### config.mk
export PLATFORM = sky130hd
export DESIGN_NAME = ei_axi4_wr_master
export DESIGN_NICKNAME = d
export VERILOG_FILES = /design/src/rtl/ei_axi4_wr_master.sv
export SDC_FILE = /design/constraint.sdc
export NUM_CORES = 1
export LEC_CHECK = 0
export CAP_MARGIN = 20
export CORE_UTILIZATION = 37
export DETAILED_ROUTE_END_ITERATION = 7
export PLACE_DENSITY = 0.92
export SKIP_LAST_GASP = 1
export SYNTH_ARGS = -nofsm -noshare
export SYNTH_HDL_FRONTEND = slang
export SYNTH_SLANG_ARGS = --single-unit
### constraint.sdc
create_clock -name aclk -period 2.1 [get_ports aclk]
set_input_delay 0.21 -clock aclk [delete_from_list [all_inputs] [get_ports aclk]]
set_output_delay 0.21 -clock aclk [all_outputs]
set_load 0.01 [all_outputs]
### src/rtl/ei_axi4_wr_master.sv
// Single-outstanding AXI4 write-burst master: command in, AW then W then B, one-cycle completion pulse.
// Optional B-channel watchdog enabled by defining EI_AXI4_WR_TIMEOUT_EN.
module ei_axi4_wr_master #(
  parameter int DATA_WIDTH = 32,
  parameter int ADDR_WIDTH = 32
) (
  input  logic                    aclk,
  input  logic                    aresetn,
  input  logic                    cmd_valid,
  output logic                    cmd_ready,
  input  logic [ADDR_WIDTH-1:0]   cmd_addr,
  input  logic [7:0]              cmd_len,
  input  logic [2:0]              cmd_size,
  input  logic [1:0]              cmd_burst,
  input  logic                    wd_valid,
  output logic                    wd_ready,
  input  logic [DATA_WIDTH-1:0]   wd_data,
  input  logic [DATA_WIDTH/8-1:0] wd_strb,
  output logic [ADDR_WIDTH-1:0]   awaddr,
  output logic [7:0]              awlen,
  output logic [2:0]              awsize,
  output logic [1:0]              awburst,
  output logic                    awvalid,
  input  logic                    awready,
  output logic [DATA_WIDTH-1:0]   wdata,
  output logic [DATA_WIDTH/8-1:0] wstrb,
  output logic                    wlast,
  output logic                    wvalid,
  input  logic                    wready,
  input  logic [1:0]              bresp,
  input  logic                    bvalid,
  output logic                    bready,
  output logic                    rsp_valid,
  output logic [1:0]              rsp_resp,
  output logic                    timeout_err
);

  typedef enum logic [1:0] {IDLE, ADDR, DATA, RESP} state_t;

  state_t                  state_q, state_d;
  logic [ADDR_WIDTH-1:0]   awaddr_q;
  logic [7:0]              awlen_q;
  logic [2:0]              awsize_q;
  logic [1:0]              awburst_q;
  logic [7:0]              beat_q, beat_d;
  logic                    live_q;
  logic                    rsp_valid_q, rsp_valid_d;
  logic [1:0]              rsp_resp_q, rsp_resp_d;
  logic                    cmd_fire;

  // live_q keeps cmd_ready low until the first edge after reset release
  assign cmd_ready = (state_q == IDLE) && live_q;
  assign cmd_fire  = cmd_valid && cmd_ready;
  assign awvalid   = (state_q == ADDR);
  assign wvalid    = (state_q == DATA) && wd_valid;
  assign wd_ready  = (state_q == DATA) && wready;
  assign wdata     = wd_data;
  assign wstrb     = wd_strb;
  assign wlast     = (state_q == DATA) && (beat_q == awlen_q);
  assign bready    = (state_q == RESP);
  assign awaddr    = awaddr_q;
  assign awlen     = awlen_q;
  assign awsize    = awsize_q;
  assign awburst   = awburst_q;
  assign rsp_valid = rsp_valid_q;
  assign rsp_resp  = rsp_resp_q;

`ifdef EI_AXI4_WR_TIMEOUT_EN
  logic [7:0] wdog_q, wdog_d;
  logic       tmo_q, tmo_d;
  assign timeout_err = tmo_q;
`else
  assign timeout_err = 1'b0;
`endif

  always_comb begin
    state_d     = state_q;
    beat_d      = beat_q;
    rsp_valid_d = 1'b0;
    rsp_resp_d  = rsp_resp_q;
`ifdef EI_AXI4_WR_TIMEOUT_EN
    wdog_d      = 8'd0;
    tmo_d       = 1'b0;
`endif
    case (state_q)
      IDLE: if (cmd_fire) state_d = ADDR;
      ADDR: if (awready) begin
        state_d = DATA;
        beat_d  = 8'd0;
      end
      DATA: if (wvalid && wready) begin
        beat_d = beat_q + 8'd1;
        if (wlast) state_d = RESP;
      end
      RESP: begin
        if (bvalid) begin
          state_d     = IDLE;
          rsp_valid_d = 1'b1;
          rsp_resp_d  = bresp;
        end
`ifdef EI_AXI4_WR_TIMEOUT_EN
        // wdog_q==255 means this is the 256th RESP cycle without bvalid
        else if (wdog_q == 8'hFF) begin
          state_d     = IDLE;
          rsp_valid_d = 1'b1;
          rsp_resp_d  = 2'd2;
          tmo_d       = 1'b1;
        end else begin
          wdog_d = wdog_q + 8'd1;
        end
`endif
      end
      default: state_d = IDLE;
    endcase
  end

  always_ff @(posedge aclk or negedge aresetn) begin
    if (!aresetn) begin
      state_q     <= IDLE;
      beat_q      <= 8'd0;
      live_q      <= 1'b0;
      rsp_valid_q <= 1'b0;
      rsp_resp_q  <= 2'd0;
      awaddr_q    <= '0;
      awlen_q     <= 8'd0;
      awsize_q    <= 3'd0;
      awburst_q   <= 2'd0;
    end else begin
      state_q     <= state_d;
      beat_q      <= beat_d;
      live_q      <= 1'b1;
      rsp_valid_q <= rsp_valid_d;
      rsp_resp_q  <= rsp_resp_d;
      // burst type passes through untouched, including the reserved encoding
      if (cmd_fire) begin
        awaddr_q  <= cmd_addr;
        awlen_q   <= cmd_len;
        awsize_q  <= cmd_size;
        awburst_q <= cmd_burst;
      end
    end
  end

`ifdef EI_AXI4_WR_TIMEOUT_EN
  always_ff @(posedge aclk or negedge aresetn) begin
    if (!aresetn) begin
      wdog_q <= 8'd0;
      tmo_q  <= 1'b0;
    end else begin
      wdog_q <= wdog_d;
      tmo_q  <= tmo_d;
    end
  end
`endif

endmodule

Word-level counts from Yosys, hierarchy flattened:

Cells that the tools add are included.

* input bits: 90
* output and inout bits: 91
* word-level logic and storage cells: 41
* register bits: 59

* eq/ne operators: 9
* multiplexer cells: 11
* reduce and logical (&&, ||, !) cells: 11
* $add $sub $neg: 1

Operators by type and width (count)
* two-way mux 8 bit: 2
* one-hot mux 8 bit (2 select lines): 1
* two-way mux 2 bit: 5
* adder 8 x 1 -> 8 bit (second input constant): 1
* equality test 8 bit: 1
* one-hot mux 2 bit (4 select lines): 1
* logical AND 1 bit: 6
* != test 2 bit (second input constant): 3
* AND reduction 5 bit: 1
* equality test 2 bit (second input constant): 2
* != test 2 x 1 -> 1 bit (second input constant): 2
* AND reduction 3 bit: 1
* equality test 2 x 1 -> 1 bit (second input constant): 1
* zero test 2 bit: 1
* two-way mux 1 bit: 2
* AND reduction 2 bit: 1
* nonzero test 2 bit: 1

Longest topological paths before layout:

* word-level depth: 5
* depth in mapped cells: 6
* mapped depth without buffers: 6

Least setup slack after synthesis:

No wires, ideal clock.

* path kind: reg2reg
* start: register state_q[0]
* end: register awaddr_q[0], in the netlist awaddr[0]
* setup slack: 0.291 ns
* data required time: 1.972 ns
* arrival time: 1.682 ns
* path buffers: 1
* clock period less this slack: 1.809 ns
* stages on the path, launching flop included: 7
* setup time: 0.128 ns
* path through: dfrtp_1 -> inv_1 -> ha_1 -> and2_1 -> nand2_1 -> buf_2 -> mux2_1

* longest elaborated chain between the ends: 3

RTL lines
* start: declaration: line 40 `state_t state_q, state_d;`
* start signal: assignment: line 129 `state_q <= state_d;`
* zero test 2 bit: line 52 `assign cmd_ready = (state_q == IDLE) && live_q;`
* logical AND 1 bit: line 52
* via cmd_ready: line 10 `output logic cmd_ready,`
* logical AND 1 bit: line 53 `assign cmd_fire = cmd_valid && cmd_ready;`
* end signal: assignment: line 136 `awaddr_q <= cmd_addr;`
* end: declaration: line 41 `logic [ADDR_WIDTH-1:0] awaddr_q;`

The timed path passes the listed nets, and every way through them passes these cells.
A chain may end at the register's enable or synchronous reset.

Final worst setup path:

* start: register beat_q[5]
* end: register state_q[1]

* longest elaborated chain between the ends: 4

RTL lines
* start: declaration: line 45 `logic [7:0] beat_q, beat_d;`
* start signal: assignment: line 130 `beat_q <= beat_d;`
* equality test 8 bit: line 59 `assign wlast = (state_q == DATA) && (beat_q == awlen_q);`
* logical AND 1 bit: line 59
* != test 2 bit (no source line)
* AND reduction 5 bit (no source line)

Every way passes these cells.

==> summary.txt <==
Status
  – Status: finished, final reports clean

Floorplan
  – Die X: 89.8 um
  – Die area: 0.00807 sq mm
  – Core Box Area: 0.00737 sq mm
  – Initial Utilization: 0.387
  – Die height: 89.8 um
  – Row count: 31
  – I/O Pins: 181

Setup path
  – R2r endpoint: state_q[1]
  – Critical path required time: 2.36 ns
  – Critical path buffers and inverters: 7
  – Flop-to-flop setup slack: 0.06 ns
  – Critical Path Start Type: flop
  – Worst-path cell chain: xnor2_1 > nand4_1 > buf_4 > buf_4 > buf_4 > buf_4 > buf_4 > buf_4 > buf_4 > nor4b_2 > nand3b_1
  – Reg2Reg Depth: 11
  – CP max stage delay: 0.40 ns
  – CP max FO: 2
  – Arrival time at the worst endpoint: 2.30 ns
  – Slowest-stage cell, CP: dfrtp_1
  – WS Path Type: flop to flop
  – Number of cells on the critical path: 11
  – Crit path max-delay family: buffers and inverters
  – Critical R2R Launch: beat_q[5]
  – CP endpoint kind: flop
  – Crit path top cell by count: buf_4

STA
  – Final Cycle Share: 0.973
  – Setup TNS: 0 ns
  – RSZ-0062 raised after global routing: true
  – Clock Skew: 0.00599 ns
  – Clock period minus worst slack: 2.04 ns
  – Final Max Slew Viols: 0
  – Worst relative slew slack: 0.544
  – Fmax: 0.489 GHz
  – Final setup violation count: 0
  – WHS: 0.420 ns
  – Pin slew with the least headroom to its limit: 0.684 ns
  – Final hold vios: 0

Global route
  – Vias in the first global route: 2131
  – Largest net degree at the start of global routing: 46
  – GR Util All Layers: 0.169
  – First-pass GRT wire length: 10700 um
  – Total gr overflow: 0
  – Initial antenna violation count: 0

Worst hold path
  – Hold depth: 0
  – Hold Path Class: input pin to output pin
  – Min-delay src: wd_data[12]
  – Min-Delay Endpoint: wdata[12]

Clock tree
  – Clock sinks: 59
  – CTS tree: built
  – Clk root buf: clkbuf_8
  – Clock Tree Buf Depth: 2
  – Worst-Skew Late Latency: 0.33 ns
  – TritonCTS buffer count: 9
  – Clock-pin slew on the worst setup and hold paths: 0.07 ns
  – H-tree Lvls: 3

Power
  – Pwr dens: 1380 mW/mm^2
  – Power, Total: 5730 uW
  – Clk network pwr share: 0.174
  – Flop pwr share: 0.348
  – Leak Pwr: 0.00176 uW
  – Sw Pwr: 1860 uW
  – Internal: 3860 uW
  – Sw Ratio: 0.325
  – Peak VDD IR: 0.646 mV
  – Combinational share of power: 0.478

Synthesis
  – Async S/R FF share, synth: 1.00
  – FF+latch count, synth: 59
  – Post-synth cell types: 33
  – Top_reg_cell synth: dfrtp_1
  – Synth Cell Area: 0.00286 sq mm
  – Register area share after synthesis: 0.517
  – EDFF count, synth: 0
  – Synth Instances: 226
  – Syn nets: 322
  – Synth Area per Inst: 12.6 sq um
  – YS warnings: 0

Drt
  – Initial DRC Count: 15
  – Via count: 2039
  – TritonRoute pass-1 iters: 4
  – Via density: 4.81
  – DRC violations left: 0
  – DR WL/cell: 15.2 um
  – Final wirelength: 6440 um
  – Post-DRT Antenna Nets: 0

Job
  – Max_cap viols: 0

Placed design
  – GPL Wtd Cong: 0.824
  – Hpwl dp: 4510 um
  – Port bufs: 107
  – Placed Cells: 393

Layout
  – Non-filler cells, final: 424
  – Final core occ: 0.561
  – N_diodes: 0
  – Synth-to-Final Area Change: 44.9%
  – Most frequent cells in the layout: clkdlybuf4s50_1 (103), dfrtp_1 (54), mux2_1 (47)
  – Fill cells: 600
  – Nets: 416
  – Share of cells above drive strength 1: 0.148
  – Commonest non-fill, non-tap cell in the layout: clkdlybuf4s50_1
==> stage by stage <==
stage               worst slack, ns  cell area [sq um]
floorplan                     0.291               2860
global placement              0.253               3790
detailed placement           0.0986               3790
CTS                         0.00365               4110
global route                -0.0462               4140
finish                       0.0558               4140
==> worst max-delay path by stage <==
stage	from	endpoint	slack [ns]
after floorplan	state_q[0]	awaddr[0]	0.29
after global placement	state_q[0]	beat_q[7]	0.25
after detailed placement	state_q[0]	beat_q[7]	0.1
after CTS	state_q[0]	wd_ready	0.004
after global routing	beat_q[6]	state_q[1]	-0.05
final	beat_q[5]	state_q[1]	0.06
==> per-layer routing <==
metal,part of all wire,GRT usage
met2,0.50,0.286
met3,0.095,0.0584
met1,0.39,0.190
met5,0,0
met4,0.020,0.0833
==> cells by family after synthesis <==
family	Yosys count	share of synthesized area
compound gates	17	0.0478
buf+inv	46	0.111
simple gates	39	0.0789
fa+ha+maj	6	0.0263
other cells	2	0.00263
xor+xnor	9	0.0276
flops	59	0.517
mux	48	0.189
==> power groups by stage <==
| stage | sequential, uW | combinational (uW) | clock [uW] |
|---|---|---|---|
| 2_1_floorplan | 2200 | 1020 | 0 |
| 3_3_place_gp | 1990 | 2430 | 0 |
| 3_5_place_dp | 2020 | 2510 | 0 |
| 4_1_cts | 1990 | 2710 | 1040 |
| 5_1_grt | 2070 | 2960 | 1090 |
| 6_report | 1990 | 2740 | 996 |
==> synthesized netlist by cell type, types with 4 or more instances <==
master	instances	area share
dfrtp_1	59	0.52
nand4_1	5	0.011
and2_1	4	0.0088
buf_4	37	0.097
xnor2_1	8	0.025
a21oi_1	5	0.0088
nand2_1	11	0.014
inv_1	4	0.0053
mux2_1	47	0.19
ha_1	6	0.026
nor2_1	6	0.0079
buf_2	4	0.0070
==> state kept, by name, summed over array words and instances (netlist names) <==
register and flops:
awlen 8, rsp_resp 2, beat_q 8, rsp_valid 1, awaddr 32, live_q 1
awsize 3, awburst 2, state_q 2
==> repair_timing <==
item                                    in CTS  in global routing
setup buffers                               13                  1
endpoints found under the setup margin       3                  4
endpoints found under the hold margin       27                  0
resized for setup                            7                  7
hold buffers                                 1                  0
pin swaps                                    3                  1
==> cell type report <==
type | count | area [sq um] | share of cell area
Clock buffer | 10 | 128 | 0.0309
Clock inverter | 6 | 66.3 | 0.0160
Inverter | 4 | 17.5 | 0.00423
Multi-Input combinational cell | 121 | 1090 | 0.263
Sequential cell | 59 | 1480 | 0.358
Tap cell | 99 | 124 | 0.0299
Timing Repair Buffer | 125 | 1230 | 0.298
(Power assumes the default switching activity.)
